===== config.mk =====
export PLATFORM = sky130hd
export DESIGN_NAME = cadr_cycle_timer
export DESIGN_NICKNAME = d
export VERILOG_FILES = /design/src/rtl/cadr_cycle_timer.sv
export SDC_FILE = /design/constraint.sdc
export NUM_CORES = 1
export LEC_CHECK = 0
export BUFFER_PORTS_ARGS = -buffer_cell sky130_fd_sc_hd__buf_4
export CAP_MARGIN = 10
export CORE_UTILIZATION = 34
export DETAILED_ROUTE_END_ITERATION = 7
export SYNTH_ARGS = -nofsm -noshare
export SYNTH_HDL_FRONTEND = slang
export SYNTH_SLANG_ARGS = --single-unit

===== constraint.sdc =====
create_clock -name i_clk -period 3.3 [get_ports i_clk]
set_input_delay 0 -clock i_clk [delete_from_list [all_inputs] [get_ports i_clk]]
set_output_delay 0 -clock i_clk [all_outputs]
set_load 0.02 [all_outputs]

===== src/rtl/cadr_cycle_timer.sv =====
// CADR machine-cycle timer: divides the reference clock into READ/WRITE phases and
// emits TPR0/TPCLK/TPWP/cycle-done strobes, with hang/halt, single-step and a cycle counter.
module cadr_cycle_timer #(
  parameter int unsigned CNT_W    = 6,
  parameter int unsigned R_LEN0   = 32,
  parameter int unsigned R_LEN1   = 32,
  parameter int unsigned R_LEN2   = 28,
  parameter int unsigned R_LEN3   = 20,
  parameter int unsigned R_LEN4   = 25,
  parameter int unsigned R_LEN5   = 17,
  parameter int unsigned R_LEN6   = 23,
  parameter int unsigned R_LEN7   = 15,
  parameter int unsigned W_LEN    = 12,
  parameter int unsigned WP_START = 2,
  parameter int unsigned WP_END   = 6,
  parameter int unsigned CYC_W    = 16
) (
  input  logic             i_clk,
  input  logic             i_clock_reset_b,
  input  logic [1:0]       i_sspeed,
  input  logic             i_ilong_n,
  input  logic             i_hang_n,
  input  logic             i_run,
  input  logic             i_step,
  output logic             o_tpr0,
  output logic             o_tpclk,
  output logic             o_tpwp,
  output logic             o_cycle_done,
  output logic             o_halted,
  output logic [CYC_W-1:0] o_cyc_count
);

  localparam logic [CNT_W-1:0] W_LAST = CNT_W'(W_LEN - 1);
  localparam logic [CNT_W-1:0] WP_S   = CNT_W'(WP_START);
  localparam logic [CNT_W-1:0] WP_E   = CNT_W'(WP_END);
  localparam logic [CNT_W-1:0] ONE    = CNT_W'(1);

  typedef enum logic [1:0] {StIdle, StRead, StWrite, StHalt} state_e;

  state_e           r_state, w_state_nxt;
  logic [CNT_W-1:0] r_tick, w_tick_nxt;
  logic [CNT_W-1:0] r_len, w_len_nxt, w_sel_len;
  logic             r_step_prev, r_step_seen, w_step_seen_nxt, w_step_rise;
  logic             r_tpr0, r_tpclk, r_tpwp, r_cycle_done, r_halted;
  logic [CYC_W-1:0] r_cyc_count;
  logic             w_last_write;

  assign w_step_rise  = i_step & ~r_step_prev;
  assign w_last_write = (w_state_nxt == StWrite) && (w_tick_nxt == W_LAST);

  always_comb begin
    case ({i_sspeed, i_ilong_n})
      3'd0:    w_sel_len = CNT_W'(R_LEN0);
      3'd1:    w_sel_len = CNT_W'(R_LEN1);
      3'd2:    w_sel_len = CNT_W'(R_LEN2);
      3'd3:    w_sel_len = CNT_W'(R_LEN3);
      3'd4:    w_sel_len = CNT_W'(R_LEN4);
      3'd5:    w_sel_len = CNT_W'(R_LEN5);
      3'd6:    w_sel_len = CNT_W'(R_LEN6);
      default: w_sel_len = CNT_W'(R_LEN7);
    endcase
  end

  // The READ length is latched only when READ is entered, so select changes wait a cycle.
  always_comb begin
    w_state_nxt     = r_state;
    w_tick_nxt      = r_tick;
    w_len_nxt       = r_len;
    w_step_seen_nxt = r_step_seen;
    case (r_state)
      StIdle: begin
        w_state_nxt = StRead;
        w_tick_nxt  = '0;
        w_len_nxt   = w_sel_len;
      end
      StRead: begin
        if (r_tick == r_len - ONE) begin
          w_state_nxt = StWrite;
          w_tick_nxt  = '0;
        end else begin
          w_tick_nxt = r_tick + ONE;
        end
      end
      StWrite: begin
        if (r_tick == W_LAST) begin
          w_tick_nxt = '0;
          if (!i_hang_n || !i_run) begin
            w_state_nxt     = StHalt;
            w_step_seen_nxt = 1'b0;
          end else begin
            w_state_nxt = StRead;
            w_len_nxt   = w_sel_len;
          end
        end else begin
          w_tick_nxt = r_tick + ONE;
        end
      end
      StHalt: begin
        if (i_hang_n && (i_run || r_step_seen || w_step_rise)) begin
          w_state_nxt     = StRead;
          w_tick_nxt      = '0;
          w_len_nxt       = w_sel_len;
          w_step_seen_nxt = 1'b0;
        end else if (w_step_rise) begin
          // Remember a step that arrives while hang is still held.
          w_step_seen_nxt = 1'b1;
        end
      end
      default: begin
        w_state_nxt = StIdle;
        w_tick_nxt  = '0;
      end
    endcase
  end

  always_ff @(posedge i_clk or negedge i_clock_reset_b) begin
    if (!i_clock_reset_b) begin
      r_state      <= StIdle;
      r_tick       <= '0;
      r_len        <= '0;
      r_step_prev  <= 1'b0;
      r_step_seen  <= 1'b0;
      r_tpr0       <= 1'b0;
      r_tpclk      <= 1'b0;
      r_tpwp       <= 1'b0;
      r_cycle_done <= 1'b0;
      r_halted     <= 1'b0;
      r_cyc_count  <= '0;
    end else begin
      r_state      <= w_state_nxt;
      r_tick       <= w_tick_nxt;
      r_len        <= w_len_nxt;
      r_step_prev  <= i_step;
      r_step_seen  <= w_step_seen_nxt;
      r_tpr0       <= (w_state_nxt == StRead) && (w_tick_nxt == '0);
      r_tpclk      <= (w_state_nxt == StRead);
      r_tpwp       <= (w_state_nxt == StWrite) && (w_tick_nxt >= WP_S) && (w_tick_nxt <= WP_E);
      r_cycle_done <= w_last_write;
      r_halted     <= (w_state_nxt == StHalt);
      if (w_last_write) begin
        r_cyc_count <= r_cyc_count + CYC_W'(1);
      end
    end
  end

  assign o_tpr0       = r_tpr0;
  assign o_tpclk      = r_tpclk;
  assign o_tpwp       = r_tpwp;
  assign o_cycle_done = r_cycle_done;
  assign o_halted     = r_halted;
  assign o_cyc_count  = r_cyc_count;

endmodule


==> results.md <==
- Outcome: completed
- Io pins: 29
- R2R setup slack: between 0.3 and 0.4 ns
- Core Area: 0.00635 mm2
- Die ar.: between 0.006 and 0.007 mm2
- Syn Area/Cell: 10.3 um2
- CP peak stage delay: 0.60 ns
- GRT overflow: 0
- R2R Path End: o_cyc_count[1]$_DFFE_PN0P_
- Final Power: ~1.8 mW
- P_leak: ~1.2 nW
- Wire per inst: 13.6 um
- CP cell instances: inv_1, ha_1, nand2b_1, o211a_1, o31ai_2, a22oi_1, a211o_1, nor3_4, mux2_2
- Drt pass-1 iters: 4
- Die height: approximately 83 um
- Initial antenna violation count: 0
- Post_cts resized: 0
- Post-synthesis sequential area ratio: 0.416
- Initial Utilization: 0.350
- Worst Tran Pin Value: between 0.9 and 1 ns
- Synth async-reset ratio: 1.00
- RSZ-0062 raised after global routing: no
- GR Util All Layers: 0.139
- Synth Register Bits: 37
- Antenna Nets Post-Route: 0
- Yosys top cell by area: dfrtp_1
- Vias in the first global route: about 1.6k
- Hold path depth: 4
- TritonCTS Buffers: 5
- Tmin final: roughly 3 ns
- Sequential Area: ~930 um2
- Top post-synthesis cells by area: dfrtp_1 (42%), xor2_1 (7.1%), nor4_2 (5.6%)
- ANT cells: 0
- Worst r2r path cells: 9
- Main flop type after synthesis: dfrtp_1
- CTS H-tree depth: 2
- Worst-path clk slew: 0.07 ns
- WP buf/inv: 1
- CP Data Required Time: around 3.5 ns
- Clk_skew: approximately 0.0037 ns
- Met3 wire length: 166 um
- Total negative slack: 0 ns
- Met2 wire len: 2010 um
- Nature of the critical path endpoint: flop
- CP startpoint: r_len[0]$_DFFE_PN0P_
- Hold Path Class: in -> reg
- Vias per cell: slightly above 5
- Number of synthesized flops with an enable pin: 0
- Top cell type's share of synthesized area: 0.416
- Worst vdd ir: 0.268 mV
- Fillers: 626
- Met1 Wirelength: 2230 um
- Worst-path fanout max: 17
- Crit Path Category: reg -> reg
- CTS sink count: 37
- Final Max Tran Viols: 0
- Top sig layer: met4
- Layout area overhead: 17.5%
- Rel. slew slack: 0.384
- Unique cell type count in the Yosys netlist: 50
- Number of synthesis warnings: 0
- Slowest cell on the critical path: a211o_1
- Syn Inst Count: 217
- Most common cell in the netlist: dfrtp_1
- Hold Path Sink: r_len[3]$_DFFE_PN0P_
- Final HPWL DP: 3220 um
- Routed wire length: 4460 um
- Count of final hold-check violations: 0
- Setup bufs post-CTS: 0
- Achievable Freq: ~340 MHz
- Max-cap violation count: 0
- Iteration-0 DRC Markers: 98
- Syn_nets: 228
- Synth top cells by count: dfrtp_1 (37), nand2_1 (20), xor2_1 (18)
- P per Cell Area: 699 mW/mm2
- Die width: roughly 83 um
- RR Startpoint: r_len[0]$_DFFE_PN0P_
- Clock Latency Late Sink: 0.29 ns
- I/O Buffers: 28
- TritonCTS clock tree: built
- Delay-heaviest family, CP: compound AO/OA/AOI/OAI gates
- Final setup vio count: 0
- Synth Cell Area: 0.00222 mm2
- Pin count of the biggest net entering global routing: 38
- Hold Crit Start: i_ilong_n
- First-pass GRT wire length: 7780 um
- Multi-input gate area: 0.00120 mm2
- Nets: 260
- Vias: 1,672
- Worst Setup Start Kind: flop
- Cell row count: 29
- CTS root buffer: clkbuf_8
- Final Wtd Congestion: roughly 0.77
- Clk buf depth: 2
- Arr. time, crit path: 3.12 ns
- Layout cell share with drive strength beyond 1: 0.252
- Final Cycle Share: 0.892
- DRC viols: 0
## worst register-to-register path, stage by stage (launching register included)
cell,delay [ns]
dfrtp_1,0.40
inv_1,0.08
ha_1,0.23
nand2b_1,0.16
o211a_1,0.14
o31ai_2,0.37
a22oi_1,0.16
a211o_1,0.60
nor3_4,0.35
mux2_2,0.36
## flip-flops by register name (all words and copies together), names as in the netlist
name and cells:
o_tpr0 1, r_len 6, o_tpclk 1, o_halted 1, o_cycle_done 1, o_cyc_count 16, r_step_seen 1, r_tick 6
r_step_prev 1, r_state 2, o_tpwp 1
## metal layers
metal	GRT usage	vias to the layer above
li1	-	847
met1	0.196	783
met2	0.210	35
met3	0.0328	7
met4	0.0486	0
met5	0	-
## power by group
group          total [mW]  switching (mW)  internal (mW)
registers           0.661           0.118          0.543
clock network       0.350           0.161          0.189
logic               0.816           0.488          0.328
## logic make-up (layout without fill, tap and decap cells)
kind of cell / count (synthesis) / count (layout) / share of synthesized area
xor+xnor: 22 / 22 / 0.0900
compound gates: 35 / 35 / 0.114
buf+inv: 16 / 49 / 0.0461
fa+ha+maj: 3 / 3 / 0.0169
flops: 37 / 37 / 0.416
simple gates: 100 / 100 / 0.296
mux: 4 / 4 / 0.0202
## final cells by class
cell class              count  area share
well taps                  77      0.0368
clock inverters             1     0.00191
multi-input cells         164       0.457
inverters                   6     0.00861
flip-flops and latches     37       0.354
repair buffers             35       0.104
clock buffers               7      0.0368
## timing repair
action,4_1_cts,5_1_grt
endpoints found under the hold margin,40,0
setup endpoints to repair,0,0
hold buffers,4,0
## layout by cell type (no fill, tap or decap), types with 2 or more instances in the layout
cell / n
a21oi_1: 13
a22oi_1: 2
and2_1: 4
and3_1: 6
buf_4: 31
clkbuf_8: 7
dfrtp_1: 37
dlygate4sd3_1: 4
ha_1: 3
inv_1: 6
mux2_2: 4
nand2_1: 20
nand2b_1: 5
nand3_1: 17
nand4_1: 3
nor2_1: 8
nor2b_1: 7
nor3_1: 5
nor4_1: 2
nor4_2: 10
nor4_4: 2
nor4b_1: 2
o21ai_0: 4
or2_2: 2
or3_1: 2
xnor2_1: 3
xor2_1: 18
## worst max-delay path by stage
stage                                 end  slack [ns]  depth (start not counted)
5_1_grt        o_cyc_count[2]$_DFFE_PN0P_        0.14                          9
3_3_place_gp   o_cyc_count[1]$_DFFE_PN0P_        0.46                          9
3_5_place_dp   o_cyc_count[1]$_DFFE_PN0P_        0.37                          9
4_1_cts        o_cyc_count[1]$_DFFE_PN0P_        0.36                          9
2_1_floorplan            o_tpr0$_DFF_PN0_        0.82                         10
6_report       o_cyc_count[1]$_DFFE_PN0P_        0.36                          9
## through the flow
step	hold WS (ns)	setup slack, ns	utilization	instance area (um2)	instances
floorplan	-0.296	0.823	-	2220	217
global route	0.0782	0.143	0.412	2620	327
CTS	0.0593	0.364	0.412	2620	327
finish	0.0598	0.356	0.412	2620	327
global placement	-0.00170	0.460	0.390	2470	315
detailed placement	-0.00423	0.369	0.390	2470	315
(Power assumes the default switching activity.)
